[config.mk]
export PLATFORM = sky130hd
export DESIGN_NAME = filtro_promedio_adc_flat
export DESIGN_NICKNAME = d
export VERILOG_FILES = /design/src/rtl/filtro_promedio_adc_if.sv /design/src/rtl/filtro_promedio_adc.sv /design/src/flat_wrapper.sv
export SDC_FILE = /design/constraint.sdc
export NUM_CORES = 1
export LEC_CHECK = 0
export ABC_AREA = 1
export CORE_MARGIN = 2
export CORE_UTILIZATION = 40
export CTS_BUF_LIST = sky130_fd_sc_hd__clkbuf_4 sky130_fd_sc_hd__clkbuf_8
export DETAILED_ROUTE_END_ITERATION = 10
export PLACE_DENSITY = 0.66
export SYNTH_ARGS = -nofsm -noshare
export SYNTH_HDL_FRONTEND = slang
export SYNTH_SLANG_ARGS = --single-unit
export TNS_END_PERCENT = 1
[constraint.sdc]
create_clock -name Clock_Muestreo -period 4.8 [get_ports Clock_Muestreo]
set_input_delay 0.48 -clock Clock_Muestreo [delete_from_list [all_inputs] [get_ports Clock_Muestreo]]
set_output_delay 0.48 -clock Clock_Muestreo [all_outputs]
set_load 0.02 [all_outputs]
[src/rtl/filtro_promedio_adc_if.sv]
// Handshake bundle between the sampling/averaging controller and its surroundings.
// master: the filter side (drives start and results); slave: ADC reader / consumer side.
interface filtro_promedio_adc_if;
  logic        enable;
  logic        done;
  logic [11:0] Dato;
  logic        start;
  logic [11:0] Promedio;
  logic        valido;
  logic        lleno;
  logic        error_timeout;

  modport master (
    input  enable, done, Dato,
    output start, Promedio, valido, lleno, error_timeout
  );

  modport slave (
    output enable, done, Dato,
    input  start, Promedio, valido, lleno, error_timeout
  );
endinterface

[src/rtl/filtro_promedio_adc.sv]
// Periodic ADC sampling controller with a 2^N_LOG2-sample moving-average filter.
// Optional ESPERA watchdog built only when FILTRO_TIMEOUT_EN is defined.
//
// state     | meaning
// IDLE      | waiting for enable
// ARRANQUE  | one-cycle start request, period timer loaded
// ESPERA    | waiting for a rising edge of done
// ACTUALIZA | window, running sum and average update
// PAUSA     | waiting for the period timer to expire
module filtro_promedio_adc #(
  parameter int N_LOG2  = 3,
  parameter int PERIODO = 64,
  parameter int TIMEOUT = 255
) (
  input  logic Clock_Muestreo,
  input  logic reset,
  filtro_promedio_adc_if.master bus
);

  localparam int VENTANA = 1 << N_LOG2;
  localparam int SW      = 12 + N_LOG2;
  localparam int CW      = N_LOG2 + 1;
  localparam int PW      = $clog2(PERIODO);

  typedef enum logic [2:0] {IDLE, ARRANQUE, ESPERA, ACTUALIZA, PAUSA} estado_t;

  estado_t           estado, estado_sig;
  logic              done_q, flanco, captura, timeout_evt;
  logic [11:0]       muestra;
  logic [11:0]       buffer [VENTANA];
  logic [N_LOG2-1:0] ptr;
  logic [CW-1:0]     cuenta, cuenta_sig;
  logic [SW-1:0]     suma, suma_sig;
  logic [PW-1:0]     per_cnt;
  logic [11:0]       promedio_q;
  logic              valido_q, lleno_q;

  assign flanco     = bus.done & ~done_q;
  assign suma_sig   = suma + SW'(muestra) - SW'(buffer[ptr]);
  assign cuenta_sig = (cuenta == CW'(VENTANA)) ? cuenta : cuenta + CW'(1);

  always_ff @(posedge Clock_Muestreo or posedge reset) begin
    if (reset) estado <= IDLE;
    else       estado <= estado_sig;
  end

  always_comb begin
    estado_sig = estado;
    captura    = 1'b0;
    case (estado)
      IDLE:      if (bus.enable) estado_sig = ARRANQUE;
      ARRANQUE:  estado_sig = ESPERA;
      ESPERA: begin
        if (flanco) begin
          captura    = 1'b1;
          estado_sig = ACTUALIZA;
        end else if (timeout_evt) begin
          estado_sig = PAUSA;
        end
      end
      ACTUALIZA: estado_sig = PAUSA;
      PAUSA:     if (per_cnt == '0) estado_sig = bus.enable ? ARRANQUE : IDLE;
      default:   estado_sig = IDLE;
    endcase
  end

  assign bus.start    = (estado == ARRANQUE);
  assign bus.Promedio = promedio_q;
  assign bus.valido   = valido_q;
  assign bus.lleno    = lleno_q;

  // Loaded with PERIODO-2 so that PAUSA expiring on zero lands the next start PERIODO cycles later.
  always_ff @(posedge Clock_Muestreo or posedge reset) begin
    if (reset)                   per_cnt <= '0;
    else if (estado == ARRANQUE) per_cnt <= PW'(PERIODO - 2);
    else if (per_cnt != '0)      per_cnt <= per_cnt - PW'(1);
  end

  always_ff @(posedge Clock_Muestreo or posedge reset) begin
    if (reset) begin
      done_q     <= 1'b0;
      muestra    <= '0;
      ptr        <= '0;
      cuenta     <= '0;
      suma       <= '0;
      promedio_q <= '0;
      valido_q   <= 1'b0;
      lleno_q    <= 1'b0;
      for (int i = 0; i < VENTANA; i++) buffer[i] <= '0;
    end else begin
      done_q   <= bus.done;
      valido_q <= 1'b0;
      if (captura) muestra <= bus.Dato;
      if (estado == ACTUALIZA) begin
        suma        <= suma_sig;
        buffer[ptr] <= muestra;
        ptr         <= ptr + N_LOG2'(1);
        cuenta      <= cuenta_sig;
        if (cuenta_sig == CW'(VENTANA)) begin
          promedio_q <= suma_sig[SW-1:N_LOG2];
          valido_q   <= 1'b1;
          lleno_q    <= 1'b1;
        end
      end
    end
  end

`ifdef FILTRO_TIMEOUT_EN
  localparam int TW = $clog2(TIMEOUT + 1);

  logic [TW-1:0] wd_cnt;
  logic          error_q;

  assign timeout_evt       = (estado == ESPERA) && !flanco && (wd_cnt == '0);
  assign bus.error_timeout = error_q;

  always_ff @(posedge Clock_Muestreo or posedge reset) begin
    if (reset) begin
      wd_cnt  <= '0;
      error_q <= 1'b0;
    end else begin
      if (estado == ARRANQUE)                   wd_cnt <= TW'(TIMEOUT - 1);
      else if (estado == ESPERA && wd_cnt != '0) wd_cnt <= wd_cnt - TW'(1);
      if (timeout_evt) error_q <= 1'b1;
    end
  end
`else
  // TIMEOUT only matters for the watchdog build.
  logic unused_timeout;
  assign unused_timeout    = (TIMEOUT > 0);
  assign timeout_evt       = 1'b0;
  assign bus.error_timeout = 1'b0;
`endif

endmodule

[src/flat_wrapper.sv]
// flat-port wrapper written by rule: the top's interface ports become plain ports
module filtro_promedio_adc_flat 
#(
  parameter int N_LOG2  = 3,
  parameter int PERIODO = 64,
  parameter int TIMEOUT = 255
)
  (Clock_Muestreo, reset, bus_enable, bus_done, bus_Dato, bus_start, bus_Promedio, bus_valido, bus_lleno, bus_error_timeout);
  filtro_promedio_adc_if bus_i ();
  input  logic Clock_Muestreo;
  input  logic reset;
  input wire logic [$bits(bus_i.enable)-1:0] bus_enable;
  input wire logic [$bits(bus_i.done)-1:0] bus_done;
  input wire logic [$bits(bus_i.Dato)-1:0] bus_Dato;
  output wire logic [$bits(bus_i.start)-1:0] bus_start;
  output wire logic [$bits(bus_i.Promedio)-1:0] bus_Promedio;
  output wire logic [$bits(bus_i.valido)-1:0] bus_valido;
  output wire logic [$bits(bus_i.lleno)-1:0] bus_lleno;
  output wire logic [$bits(bus_i.error_timeout)-1:0] bus_error_timeout;
  assign bus_i.enable = bus_enable;
  assign bus_i.done = bus_done;
  assign bus_i.Dato = bus_Dato;
  assign bus_start = bus_i.start;
  assign bus_Promedio = bus_i.Promedio;
  assign bus_valido = bus_i.valido;
  assign bus_lleno = bus_i.lleno;
  assign bus_error_timeout = bus_i.error_timeout;
  filtro_promedio_adc #(.N_LOG2(N_LOG2), .PERIODO(PERIODO), .TIMEOUT(TIMEOUT)) u_core (.Clock_Muestreo(Clock_Muestreo), .reset(reset), .bus(bus_i));
endmodule
### Word level (Yosys, flattened, before mapping)

Index checks and enable logic that the tools add are counted.

* $add $sub $neg: 5
* magnitude comparators: 2
* equality and inequality tests: 9
* muxes and demuxes: 18
* bitwise logic cells: 3
* reductions and logical operators: 7

Operator list (count)
* bitwise mux 96 bit: 1
* binary-select mux 12 bit (select 3 bit): 1
* demux 12 bit (select 3 bit): 1
* 2-to-1 mux 12 bit: 3
* adder 15 x 12 -> 15 bit: 1
* one-hot mux 3 bit (5 select lines): 1
* subtractor 15 x 12 -> 15 bit: 1
* 2-to-1 mux 6 bit: 2
* 2-to-1 mux 3 bit: 3
* equality test 4 bit (second input constant): 2
* equality test 3 x 2 -> 1 bit (second input constant): 2
* zero test 6 bit: 1
* nonzero test 6 bit: 1
* subtractor 6 x 1 -> 6 bit (second input constant): 1
* 2-to-1 mux 1 bit: 5
* adder 4 x 1 -> 4 bit (second input constant): 1
* greater-or-equal comparator 4 bit (second input constant): 1
* less-than comparator 4 x 1 -> 1 bit (second input constant): 1
* 2-to-1 mux 4 bit: 1
* != test 2 x 1 -> 1 bit (second input constant): 2
* NOT 3 -> 4 bit: 1
* adder 3 x 1 -> 3 bit (second input constant): 1
* equality test 3 x 1 -> 1 bit (second input constant): 1
* equality test 3 bit (second input constant): 1
* 8 further kinds: 8

* register bits after elaboration: 154

### Logic depth before layout (Yosys ltp)

* depth after elaboration: 6
* mapped depth: 19
* mapped depth without buffers: 18

### Least setup slack after synthesis

OpenSTA, ideal clock, no wires.

* kind: reg2reg
* start point: reg u_core.ptr[0]
* end point: reg u_core.suma[8]
* setup time: 0.117 ns
* data arrival time: 2.843 ns
* data required time: 4.683 ns
* slack: 1.841 ns
* cell stages (with the launch flop): 16
* period minus slack after synthesis: 2.959 ns
* cells stage by stage: dfrtp_1 -> buf_2 -> inv_2 -> buf_2 -> clkbuf_1 -> nor2_1 -> o2111ai_1 -> fa_1 -> fa_1 -> inv_1 -> nand3_1 -> nand2_1 -> a21oi_1 -> xor2_1 -> nand2_1 -> nand2_1

* word-level cells in the longest chain between the ends: 5

RTL lines
* start, declared: line filtro_promedio_adc.sv:31 `logic [N_LOG2-1:0] ptr;`
* start signal, assigned: line filtro_promedio_adc.sv:97 `ptr <= ptr + N_LOG2'(1);`
* NOT 3 -> 4 bit (not written as such): line filtro_promedio_adc.sv:39 `assign suma_sig = suma + SW'(muestra) - SW'(buffer[ptr]);`
* binary-select mux 12 bit (select 3 bit): line filtro_promedio_adc.sv:39
* 2-to-1 mux 12 bit (not written as such) (2 in series): line filtro_promedio_adc.sv:39
* subtractor 15 x 12 -> 15 bit: line filtro_promedio_adc.sv:39
* end signal, assigned: line filtro_promedio_adc.sv:95 `suma <= suma_sig;`
* end, declared: line filtro_promedio_adc.sv:33 `logic [SW-1:0] suma, suma_sig;`

Every way passes these cells. The select of a mux whose other input is x is not followed.
A chain may end at the register's enable or synchronous reset.

### Worst setup path after layout

* start point: reg u_core.ptr[0]
* end point: reg u_core.promedio_q[9] (netlist: u_core.bus.Promedio[9])

* word-level cells in the longest chain between the ends: 5

RTL lines
* NOT 3 -> 4 bit (not written as such): line filtro_promedio_adc.sv:39
* binary-select mux 12 bit (select 3 bit): line filtro_promedio_adc.sv:39
* 2-to-1 mux 12 bit (not written as such) (2 in series): line filtro_promedio_adc.sv:39
* subtractor 15 x 12 -> 15 bit: line filtro_promedio_adc.sv:39
* end signal, assigned: line filtro_promedio_adc.sv:100 `promedio_q <= suma_sig[SW-1:N_LOG2];`
* end, declared: line filtro_promedio_adc.sv:35 `logic [11:0] promedio_q;`

Every way passes these cells. The select of a mux whose other input is x is not followed.

==> out/metrics.cfg <==
[run_status]
status=completed

[setup_path]
worst-path-max-fanout=52
cp.required_ns=5.16
critical_path_class=reg -> reg
worst_path_most_repeated_cell=nand3_1
arrival_ns=3.81
slowest_stage=inv_2
slowest_delay_ns=0.64
end_kind=flip-flop
crit_family=adder cells
path_buf_inv=2
crit_path_start_kind=flip-flop
crit_chain=inv_2 > o21ai_0 > o2111ai_1 > fa_1 > fa_1 > inv_1 > nand3_1 > nand2_1 > nand3_1 > nand3_1 > nand2_1 > nand3_1 > nand2_1

[cells_and_area]
syn_to_final_growth_pct=11.12
final_util=0.4556
finalNonFillerCells=1188
drive_above_1_share=0.04717
layout.nets=989
num_antenna_cells=0

[logic_synthesis]
synthArstFlopShare=1.000
ys_top_cells_by_count=nand2_1 (238), o21ai_0 (163), dfrtp_1 (154)
syn_area_um2=7695
ys_types=31
netlist_instances=926
synth.top_cell.area_share=0.5008
ys_warn_count=0
synth_nets=974
synthTopCellsByArea=dfrtp_1 (50%), nand2_1 (12%), o21ai_0 (11%), inv_1 (4.5%), nor2_1 (3.5%)
synth.avg_cell_area_um2=8.310
synth_edf_count=0
synth_seq_cells=154
yosysMostFrequentCell=nand2_1
yosysSeqAreaShare=0.5008
ys.flop_type=dfrtp_1
synth.largest_area_cell=dfrtp_1

[global_route]
grt_max_degree=91
grt_pass1_vias=5677
grt_pass1_wl_mm=29.41
grt_usage=0.1842
grt.overflow.total=0
antenna_found_initial=0

[floorplan]
io_pins=32
core_um2=18770
die_w_um=142.7
die-area_um2=20360
start_util=0.4100
fp-row-count=50
dieHeight_um=142.7

[clock_tree]
h-tree-depth=4
cts_hold_buf=0
cts_root_buf=clkbuf_8
cts.path.max_buffers=2
cts_tree=done
post_cts_resized=0
cts_buffers=17
clkTransAtPathRegs_ns=0.10
clk_latency_ns=0.47
cts_sinks=154
cts_setup_buffers=0

[sta]
clock_skew_ns=0.02236
fin_crit_sh=0.7180
slew_headroom=0.3532
drv_slew=0
setup_slack_ns=1.354
tns_ns=0
final_hold_viol_count=0
finalCriticalPeriod_ns=3.446
finalSetupViolCount=0
max_freq_mhz=290.2
worst_pin_slew_ns=0.9675
rsz0062_at_grt=false

[job]
drv_cap=0

[routing]
drc_errors=0
drt_first_pass_iters=5
avgRoutedWirePerCell_um=14.51
drtAntennaViolNets=0
wl_mm=17.24
drt_iter0_drc=455
vias=6019
vias_per_cell=5.066

[placed_design]
place_ws_ns=1.364
portBuffers=30
dp_cells=1156
place_congestion=0.8233
dp_hpwl_mm=11.52

[worst_hold_path]
hold_path.class=reg -> reg

==> cell type report <==
cell class / count / area (µm²)
fill: 1885 / 10220
sequential: 154 / 3854
multi-input combinational: 626 / 3263
inverter: 106 / 402.9
timing repair buffer: 36 / 345.3
tap: 234 / 292.8
clock buffer: 21 / 282.8
clock inverter: 11 / 110.1
==> worst reg2reg max path: stages, from the launching register on <==
cell,delay (ns)
dfrtp_1,0.40
inv_2,0.64
o21ai_0,0.36
o2111ai_1,0.24
fa_1,0.51
fa_1,0.48
inv_1,0.10
nand3_1,0.08
nand2_1,0.14
nand3_1,0.11
nand3_1,0.08
nand2_1,0.07
nand3_1,0.08
nand2_1,0.05
==> metrics by stage <==
| stage | hold slack (ns) | cell area [µm²] |
|---|---|---|
| after floorplan | 0.4478 | 7695 |
| final | 0.4679 | 8551 |
| after CTS | 0.4780 | 8551 |
| after global placement | 0.4523 | 8158 |
| after global routing | 0.4911 | 8551 |
| after detailed placement | 0.4578 | 8158 |
==> layout by cell type (no fill, tap or decap) <==
cell and n:
dfrtp_1 154, a21oi_1 24, inv_6 4, o21ai_0 163, clkinv_2 1, conb_1 1
inv_1 92, o21a_1 22, nand4_1 3, nor3_1 2, clkbuf_8 20, nand2_1 238
o22ai_1 2, o2111ai_1 11, nand3_1 34, inv_2 2, buf_4 6, nand3_2 1
or2_2 1, clkbuf_4 1, bufinv_16 1, xnor2_1 3, clkinvlp_4 5, o31ai_1 1
clkinv_1 11, fa_1 12, xor2_1 12, nor3_4 1, o211ai_1 1, inv_8 1
nor2_1 71, ha_1 20, nor2_2 1, clkdlybuf4s50_1 30, nand3b_1 2
==> cells by family (layout without fill, tap and decap cells) <==
kind of cell	after synthesis	count (layout)	share of synthesized area
AOI/OAI and AO/OA	224	224	0.1592
xor gates and xnor gates	15	15	0.01707
adders and majority gates	32	32	0.06374
buffers and inverters	146	174	0.07512
DFF	154	154	0.5008
other	1	1	0.0004873
and+or+nand+nor	354	354	0.1836
==> flip-flops by register name (all words and copies together) (netlist names), 3 cells and up <==
signal               flops
u_core.buffer           96
u_core.bus.Promedio     12
u_core.cuenta            4
u_core.estado            3
u_core.muestra          12
u_core.per_cnt           6
u_core.ptr               3
u_core.suma             15
==> metal layers <==
metal	vias to the layer above	GRT usage	wire, µm
met5	-	0	0
met2	120	0.2738	7486
met4	0	0.05732	237
li1	3016	-	-
met3	21	0.03689	833
met1	2862	0.2715	8685
==> path summary, 6_finish.rpt <==
| path | from | endpoint | slack [ns] | cells after the start |
|---|---|---|---|---|
| setup / recovery | u_core.ptr[0] | u_core.bus.Promedio[9] | 1.35 | 13 |
| hold / removal | u_core.bus.lleno | u_core.bus.lleno | 0.47 | 1 |
| setup reg to reg | u_core.ptr[0] | u_core.bus.Promedio[9] | 1.35 | 13 |
| hold reg to reg | u_core.bus.lleno | u_core.bus.lleno | 0.47 | 1 |
| max in group asynchronous | reset | u_core.buffer[65] | 3.27 | 3 |
| min in group asynchronous | reset | u_core.bus.Promedio[4] | 0.56 | 2 |
Power is not shown: default switching activity piles up to over one toggle a cycle in this logic, so the estimate is an artifact.
